## config.mk

```make
export PLATFORM = sky130hd
export DESIGN_NAME = qed_mem_reader
export DESIGN_NICKNAME = d
export VERILOG_FILES = /design/src/rtl/qed_pkg.sv /design/src/rtl/qed_sync_fifo.sv /design/src/rtl/qed_mem_reader.sv
export SDC_FILE = /design/constraint.sdc
export NUM_CORES = 1
export LEC_CHECK = 0
export BUFFER_PORTS_ARGS = -buffer_cell sky130_fd_sc_hd__buf_2
export CORE_ASPECT_RATIO = 2
export CORE_UTILIZATION = 25
export CTS_CLUSTER_DIAMETER = 200
export DETAILED_ROUTE_END_ITERATION = 10
export PLACE_DENSITY = 0.47
export SYNTH_ARGS = -nofsm -noshare
export SYNTH_HDL_FRONTEND = slang
export SYNTH_SLANG_ARGS = --single-unit
```

## constraint.sdc

```tcl
create_clock -name clk_i -period 5.7 [get_ports clk_i]
set_input_delay 0.57 -clock clk_i [delete_from_list [all_inputs] [get_ports clk_i]]
set_output_delay 0.57 -clock clk_i [all_outputs]
set_load 0.02 [all_outputs]
```

## src/rtl/qed_pkg.sv

```systemverilog
// Shared constants and types for the QED instruction-memory read path.
package qed_pkg;

    localparam logic [31:0] QED_NOP    = 32'h0000_0013;
    localparam int          WORD_BYTES = 4;

    typedef enum logic [1:0] {
        S_IDLE = 2'd0,
        S_READ = 2'd1,
        S_FULL = 2'd2
    } qed_state_e;

endpackage

```

## src/rtl/qed_sync_fifo.sv

```systemverilog
// Single-clock FIFO with synchronous clear; DEPTH must be a power of two.
module qed_sync_fifo #(
    parameter  int WIDTH = 32,
    parameter  int DEPTH = 2,
    localparam int AW    = $clog2(DEPTH),
    localparam int CW    = $clog2(DEPTH) + 1
) (
    input  logic             clk_i,
    input  logic             rst_ni,
    input  logic             clear_i,
    input  logic             push_i,
    input  logic             pop_i,
    input  logic [WIDTH-1:0] wdata_i,
    output logic [WIDTH-1:0] rdata_o,
    output logic [CW-1:0]    count_o,
    output logic             empty_o
);

    logic [WIDTH-1:0] mem_q [DEPTH];
    logic [AW-1:0]    wr_idx_q;
    logic [AW-1:0]    rd_idx_q;
    logic [CW-1:0]    count_q;
    logic             full;
    logic             push_ok;
    logic             pop_ok;

    assign full    = (count_q == CW'(DEPTH));
    assign empty_o = (count_q == '0);
    assign push_ok = push_i & (~full | pop_i) & ~clear_i;
    assign pop_ok  = pop_i & ~empty_o & ~clear_i;
    assign count_o = count_q;
    assign rdata_o = mem_q[rd_idx_q];

    always_ff @(posedge clk_i or negedge rst_ni) begin
        if (!rst_ni) begin
            wr_idx_q <= '0;
            rd_idx_q <= '0;
            count_q  <= '0;
        end else if (clear_i) begin
            wr_idx_q <= '0;
            rd_idx_q <= '0;
            count_q  <= '0;
        end else begin
            if (push_ok) wr_idx_q <= wr_idx_q + AW'(1);
            if (pop_ok)  rd_idx_q <= rd_idx_q + AW'(1);
            count_q <= count_q + CW'(push_ok) - CW'(pop_ok);
        end
    end

    // Data array needs no reset; the count gates every read of it.
    always_ff @(posedge clk_i) begin
        if (push_ok) mem_q[wr_idx_q] <= wdata_i;
    end

endmodule

```

## src/rtl/qed_mem_reader.sv

```systemverilog
// Read side of the QED instruction memory: follows the writer pointer and
// streams committed words through a small output FIFO to the fetch stage.
//
// state  | meaning
// S_IDLE | rd_ptr caught up with the writer, nothing to fetch
// S_READ | committed words pending and buffer credit available, issuing
// S_FULL | buffer credit exhausted, waiting for the consumer
module qed_mem_reader
    import qed_pkg::*;
#(
    parameter int                ADDR_W     = 32,
    parameter logic [ADDR_W-1:0] BASE_ADDR  = '0,
    parameter int                FIFO_DEPTH = 2
) (
    input  logic              clk_i,
    input  logic              rst_ni,
    input  logic [ADDR_W-1:0] wr_ptr_i,
    input  logic              flush_i,
    output logic              mem_ren_o,
    output logic [ADDR_W-1:0] mem_raddr_o,
    input  logic [31:0]       mem_rdata_i,
    output logic [31:0]       instr_o,
    output logic              instr_vld_o,
    input  logic              instr_rdy_i
);

    localparam int CNT_W  = $clog2(FIFO_DEPTH) + 1;
    localparam int CRED_W = CNT_W + 1;

    logic [ADDR_W-1:0] rd_ptr_q;
    logic [ADDR_W-1:0] rd_ptr_nxt;
    logic              inflight_q;
    logic              stale_q;
    qed_state_e        state_q;

    logic [CNT_W-1:0]  fifo_cnt;
    logic              fifo_empty;
    logic [31:0]       fifo_head;

    logic              pop;
    logic              push;
    logic              issue;
    logic              inflight_live;
    logic              ptr_ne;
    logic [CRED_W-1:0] credit;
    logic [CRED_W-1:0] credit_nxt;

    assign instr_vld_o   = ~fifo_empty;
    assign instr_o       = fifo_empty ? QED_NOP : fifo_head;
    assign pop           = instr_vld_o & instr_rdy_i;
    assign inflight_live = inflight_q & ~stale_q;
    assign push          = inflight_live & ~flush_i;
    assign ptr_ne        = (rd_ptr_q != wr_ptr_i);

    assign credit = CRED_W'(fifo_cnt) + CRED_W'(inflight_live) - CRED_W'(pop);

    // Reset gates issue directly so mem_ren_o drops the moment rst_ni falls.
    assign issue = rst_ni & ptr_ne & (credit < CRED_W'(FIFO_DEPTH)) & ~flush_i;

    assign mem_ren_o   = issue;
    assign mem_raddr_o = rd_ptr_q;

    assign rd_ptr_nxt = issue ? rd_ptr_q + ADDR_W'(WORD_BYTES) : rd_ptr_q;
    assign credit_nxt = CRED_W'(fifo_cnt) + CRED_W'(push) - CRED_W'(pop)
                      + CRED_W'(issue);

    always_ff @(posedge clk_i or negedge rst_ni) begin
        if (!rst_ni) begin
            rd_ptr_q   <= BASE_ADDR;
            inflight_q <= 1'b0;
            stale_q    <= 1'b0;
            state_q    <= S_IDLE;
        end else begin
            inflight_q <= issue;
            stale_q    <= flush_i;
            if (flush_i) begin
                rd_ptr_q <= BASE_ADDR;
                state_q  <= S_IDLE;
            end else begin
                rd_ptr_q <= rd_ptr_nxt;
                case (state_q)
                    S_IDLE: begin
                        if (ptr_ne) state_q <= S_READ;
                    end
                    S_READ: begin
                        if (rd_ptr_nxt == wr_ptr_i)
                            state_q <= S_IDLE;
                        else if (credit_nxt >= CRED_W'(FIFO_DEPTH))
                            state_q <= S_FULL;
                    end
                    S_FULL: begin
                        if (credit < CRED_W'(FIFO_DEPTH))
                            state_q <= ptr_ne ? S_READ : S_IDLE;
                    end
                    default: state_q <= S_IDLE;
                endcase
            end
        end
    end

    qed_sync_fifo #(
        .WIDTH (32),
        .DEPTH (FIFO_DEPTH)
    ) u_fifo (
        .clk_i   (clk_i),
        .rst_ni  (rst_ni),
        .clear_i (flush_i),
        .push_i  (push),
        .pop_i   (pop),
        .wdata_i (mem_rdata_i),
        .rdata_o (fifo_head),
        .count_o (fifo_cnt),
        .empty_o (fifo_empty)
    );

endmodule
```

After elaboration in Yosys (flattened, before gate mapping)

Memories as Yosys holds them, arrays and structs flattened.
Index checks and enable logic that the tools add are counted.

Input port bits: 68
RAM bits: 64
Register bits after elaboration: 38
Memories: 1
Logic and storage cells: 46

Memory list:

| name         | words | bits a word | read ports | clocked after Yosys merged registers in | write ports | RTL line            | source |
|---|---|---|---|---|---|---|---|
| u_fifo.mem_q | 2     | 32          | 1          | 0                                       | 1           | qed_sync_fifo.sv:19 | `logic [WIDTH-1:0] mem_q [DEPTH];` |

$add $sub $neg: 7
Order comparisons: 1
Eq/ne operators: 2
Reduce and logical (&&, ||, !) cells: 4
Bitwise logic cells: 15
Muxes and demuxes: 10

Operator list:

| cell                  | count |
|---|---|
| $mux 32               | 3 |
| $add 32x3->32 const B | 1 |
| $ne 32x32->1          | 1 |
| $and 1x1->1           | 10 |
| $mux 1                | 6 |
| $reduce_bool 2->1     | 3 |
| $not 1->1             | 4 |
| $add 2x1->3           | 1 |
| $lt 3x2->1 const B    | 1 |
| $sub 3x1->3           | 1 |
| $add 1x1->1 const B   | 2 |
| $add 2x1->2           | 1 |
| $eq 2x2->1 const B    | 1 |
| $logic_not 2->1       | 1 |
| $mux 2                | 1 |
| $sub 2x1->2           | 1 |
| $or 1x1->1            | 1 |

Longest topological paths before layout

Depth after elaboration: 9
Depth in mapped cells: 15

Cells and area by module

From an unflattened synthesis, not the netlist that was laid out.

Cells, all modules: 403
Area total of the unflattened synthesis: 5006.1 um^2

Modules (own cells, without submodules):

| module         | cells an instance | area an instance (um^2) | seq. area each (um^2) | instances |
|---|---|---|---|---|
| qed_sync_fifo  | 123               | 2534.9                  | 2021.9                | 1 |
| qed_mem_reader | 280               | 2471.1                  | 800.8                 | 1 |

Least setup slack after synthesis

Ideal clock, no wire load.

Path type: register -> output
From: register u_fifo.count_q[1], in the netlist u_fifo.count_o[1]
To: output mem_ren_o
Arrival: 3.111 ns
Cell stages (with the launch flop): 15
Data required time: 5.130 ns
Path slack: 2.019 ns
Cell sequence: dfrtp_1 nor2_1 inv_1 nand2_1 inv_1 ha_1 or3_1 fa_1 xnor2_1 and3_1 inv_1 a21o_1 clkbuf_1 clkbuf_1 nor2_1

Word-level cells in the longest chain between the ends: 7
Elaborated cells between the ends (all ways): 8

Ends and longest elaborated chain:

| what                     | RTL line             | source |
|---|---|---|
| start, declared          | qed_sync_fifo.sv:22  | `logic [CW-1:0] count_q;` |
| start signal, assigned   | qed_sync_fifo.sv:46  | `count_q <= count_q + CW'(push_ok) - CW'(pop_ok);` |
| $logic_not 2->1          | qed_sync_fifo.sv:28  | `assign empty_o = (count_q == '0);` |
| $not 1->1                | qed_mem_reader.sv:48 | `assign instr_vld_o = ~fifo_empty;` |
| named net instr_vld_o    | qed_mem_reader.sv:23 | `output logic instr_vld_o,` |
| $and 1x1->1              | qed_mem_reader.sv:50 | `assign pop = instr_vld_o & instr_rdy_i;` |
| $sub 3x1->3              | qed_mem_reader.sv:55 | `assign credit = CRED_W'(fifo_cnt) + CRED_W'(inflight_live) - CRED_W'(pop);` |
| $lt 3x2->1               | -                    |  |
| $and 1x1->1 (2 in a row) | qed_mem_reader.sv:58 | `assign issue = rst_ni & ptr_ne & (credit < CRED_W'(FIFO_DEPTH)) & ~flush_i;` |
| end, declared            | qed_mem_reader.sv:19 | `output logic mem_ren_o,` |

The timed path passes the listed nets, and every way through them passes these cells.

Worst setup path in the final report

From: register u_fifo.count_q[1], in the netlist u_fifo.count_o[1]
To: output mem_ren_o

Word-level cells in the longest chain between the ends: 7
Elaborated cells between the ends (all ways): 8

Ends and longest elaborated chain:

| what                                                                | RTL line |
|---|---|
| parallel branches: the longest is 3 deep, another holds $add 2x1->3 | - |
| $sub 3x1->3 (*)                                                     | qed_mem_reader.sv:55 |
| $lt 3x2->1 (*)                                                      | - |
| $and 1x1->1 (*) (2 in a row)                                        | qed_mem_reader.sv:58 |

Every way passes the cells marked *.

==> run_summary.xml <==
<?xml version="1.0" encoding="UTF-8"?>
<metrics>
  <group name="logic_synthesis">
    <metric name="synth_top_area_frac" unit="">0.4035</metric>
    <metric name="ys_async_sr_fraction" unit="">0.3600</metric>
    <metric name="yosysMostFrequentCell" unit="">edfxtp_1</metric>
    <metric name="cell_taking_the_most_area_after_synthesis" unit="">edfxtp_1</metric>
    <metric name="synth.cell_area" unit="sq um">4763</metric>
    <metric name="synth.distinct_cells" unit="">39</metric>
    <metric name="synth.top_cells.by_area" unit="">edfxtp_1 40%, dfrtp_1 19%, mux2i_1 6.9%, xnor2_1 6.3%, nor2_1 4.2%</metric>
    <metric name="ys_seq_elements" unit="">100</metric>
    <metric name="number_of_enable_type_register_cells_in_the_synthesized_netlist" unit="">64</metric>
    <metric name="post_synth.cell_area_avg" unit="sq um">11.85</metric>
    <metric name="yosys_synthesis_warning_count" unit="">0</metric>
    <metric name="yosys-top-cells-count" unit="">64 x edfxtp_1, 53 x nor2_1, 36 x dfrtp_1</metric>
    <metric name="synth-seq-area-share" unit="">0.5926</metric>
    <metric name="postSynthCellCount" unit="">402</metric>
    <metric name="yosys_most_used_dff" unit="">edfxtp_1</metric>
  </group>
  <group name="timing">
    <metric name="finalSetupViolCount" unit="">0</metric>
    <metric name="tightest_slew" unit="ps">1004</metric>
    <metric name="finalSetupTns" unit="ps">0</metric>
    <metric name="fmax" unit="MHz">225.2</metric>
    <metric name="final_min_period_over_clock_period" unit="">0.7789</metric>
    <metric name="timing_max_transition_violations_final" unit="">0</metric>
    <metric name="finClkSkew" unit="ps">6.192</metric>
    <metric name="timing_hold_violations_final" unit="">0</metric>
    <metric name="finalHoldWorstSlack" unit="ps">340.5</metric>
    <metric name="fin_crit" unit="ps">4440</metric>
    <metric name="maxSlewHeadroom" unit="">0.3304</metric>
    <metric name="grt_setup_unrepaired" unit="">false</metric>
  </group>
  <group name="floorplanning">
    <metric name="number_of_top_level_design_ports" unit="">134</metric>
    <metric name="num_rows" unit="">71</metric>
    <metric name="core-area" unit="sq um">18740</metric>
    <metric name="die_span_in_x" unit="um">99.61</metric>
    <metric name="chipHeight" unit="um">197.2</metric>
    <metric name="fp.dieArea" unit="sq um">19640</metric>
    <metric name="initial_core_util" unit="">0.2541</metric>
  </group>
  <group name="worst_setup_path">
    <metric name="startpoint_type" unit="">register</metric>
    <metric name="worstSetupEndpointType" unit="">primary output</metric>
    <metric name="timing.reg2reg.worst_path_depth" unit="">15</metric>
    <metric name="worst-setup-path-type" unit="">reg -&gt; out</metric>
    <metric name="worst-endpoint-arrival" unit="ps">3870</metric>
    <metric name="crit_required" unit="ps">5130</metric>
    <metric name="critical_path_peak_fanout" unit="">30</metric>
  </group>
  <group name="detailed_routing">
    <metric name="antenna_left" unit="">0</metric>
    <metric name="drtPass1Iterations" unit="">6</metric>
    <metric name="wire_length_per_cell" unit="um">15.74</metric>
    <metric name="drt-vias-per-instance" unit="">4.580</metric>
    <metric name="num_vias" unit="">3600</metric>
    <metric name="drt_iter0_drc" unit="">72</metric>
    <metric name="route.final.wire_length" unit="mm">12.37</metric>
    <metric name="drc_errors" unit="">0</metric>
  </group>
  <group name="global_routing">
    <metric name="gr-usage-all-layers" unit="">0.1335</metric>
    <metric name="grt_pass1_vias" unit="">3674</metric>
    <metric name="grt_start_max_net_pins" unit="">46</metric>
    <metric name="grt_remaining_overflow" unit="">0</metric>
    <metric name="first_pass_grt_wire_length" unit="mm">19.45</metric>
    <metric name="grt_antenna_before_repair" unit="">0</metric>
  </group>
  <group name="layout">
    <metric name="seqCellArea" unit="sq um">2824</metric>
    <metric name="multiInputGateArea" unit="sq um">1812</metric>
    <metric name="nets" unit="">599</metric>
    <metric name="flow.area_growth_from_synthesis" unit="%">25.77</metric>
    <metric name="antenna_cells_inserted" unit="">0</metric>
    <metric name="num-fill-cells" unit="">1943</metric>
    <metric name="post_route_cells_drive_above_1_share" unit="">0.3089</metric>
  </group>
  <group name="clock_network">
    <metric name="ctsHtreeMaxLevel" unit="">3</metric>
    <metric name="cts_inserted_buffers" unit="">9</metric>
    <metric name="cts-hold-fix-buffers" unit="">0</metric>
    <metric name="clock_sink_count" unit="">100</metric>
    <metric name="clk_pin_slew" unit="ps">70</metric>
    <metric name="cts_tree" unit="">done</metric>
    <metric name="cts_root_buf" unit="">clkbuf_16</metric>
    <metric name="cts_setup_buffers" unit="">0</metric>
    <metric name="post_cts_resized" unit="">0</metric>
    <metric name="ctsLongestPathBuffers" unit="">2</metric>
    <metric name="clk_latency" unit="ps">350</metric>
  </group>
  <group name="outcome">
    <metric name="run_status" unit="">completed</metric>
  </group>
  <group name="placed_design">
    <metric name="gp_congestion" unit="">0.7810</metric>
    <metric name="port-buffer-count" unit="">131</metric>
    <metric name="hpwl" unit="mm">9.357</metric>
  </group>
  <group name="power_and_ir_drop">
    <metric name="power.leakage" unit="nW">2.322</metric>
    <metric name="vdd_drop_max" unit="mV">0.2323</metric>
    <metric name="p_per_area" unit="nW/um^2">275.5</metric>
  </group>
  <group name="flow_run">
    <metric name="drv_cap" unit="">0</metric>
  </group>
  <group name="hold_path">
    <metric name="min_path_type" unit="">in -&gt; async</metric>
  </group>
</metrics>
[metal layers]
metal  global-route usage  wire [um]
met1               0.1273       4382
met3              0.03185        614
met5                    0          0
met4              0.07081        442
met2               0.2569       6933
[power by group]
group          switching (mW)  leakage, nW  internal, mW  total [mW]
clock network           0.266        0.148         0.385       0.652
logic                   0.117         1.10        0.0745       0.192
registers              0.0194         1.07         0.788       0.807
total                   0.403         2.32          1.25        1.65
[sequential cells by signal, summed over array words and instances (netlist names)]
register,count
inflight_q,1
u_fifo.wr_idx_q,1
u_fifo.mem_q,64
mem_raddr_o,30
stale_q,1
u_fifo.rd_idx_q,1
u_fifo.count_o,2
[cells in the final DEF (no fill, tap or decap), drive strengths merged, types with 11 or more instances in the layout]
master    n
nand3    11
nor2     53
nand2    21
edfxtp   64
buf     135
or4      13
mux2i    33
a21oi    19
xnor2    34
or3      11
dfrtp    36
[logic make-up after synthesis]
kind of cell    Yosys count  share of synthesized area
simple gates            145                     0.1547
xor+xnor                 37                    0.06803
other cells               1                  0.0007873
fa+ha+maj                 5                    0.01471
buf+inv                  32                    0.02994
compound gates           42                    0.05332
flops                   100                     0.5926
mux                      40                    0.08590
[area by class of cell]
class                           count  area share
Clock buffer                       10     0.03822
Clock inverter                      6     0.01462
Inverter                            9    0.005639
Multi-Input combinational cell    271      0.3024
Sequential cell                   100      0.4714
Tap cell                          255     0.05326
Timing Repair Buffer              135      0.1145
[final timing paths]
check / startpoint / to / slack [ps]
worst max-delay path: u_fifo.count_o[1]$_DFF_PN0_ / mem_ren_o / 1260
worst min-delay path: rst_ni / mem_raddr_o[17]$_DFFE_PN0P_ / 340
worst max register to register: u_fifo.count_o[1]$_DFF_PN0_ / mem_raddr_o[16]$_DFFE_PN0P_ / 1620
worst min register to register: mem_raddr_o[21]$_DFFE_PN0P_ / mem_raddr_o[21]$_DFFE_PN0P_ / 620
max in group asynchronous: rst_ni / u_fifo.rd_idx_q$_DFFE_PN0P_ / 4750
min in group clk_i: mem_rdata_i[10] / u_fifo.mem_q[1][10]$_DFFE_PP_ / 410
[stage by stage]
stage	power [mW]	std cells	utilization	area (sq um)	setup WS, ps
floorplan	0.9362	403	-	4767	2019
global placement	1.018	770	0.3027	5674	1595
detailed placement	1.020	770	0.3027	5674	1582
CTS	1.688	786	0.3196	5991	1173
global route	1.728	786	0.3196	5991	855.1
finish	1.651	786	0.3196	5991	1260
[critical path, cell delays in order, from the launching register on]
cell and delay [ps]:
dfrtp_1 470, nor2_2 130, buf_4 310, inv_1 160
nand2_1 140, inv_1 60, ha_1 260, or3_1 320
fa_1 380, xnor2_1 130, and3_1 200, inv_1 80
a21o_1 540, nor2_1 120, buf_2 210
Note: power is estimated with default switching activity, not from simulation.
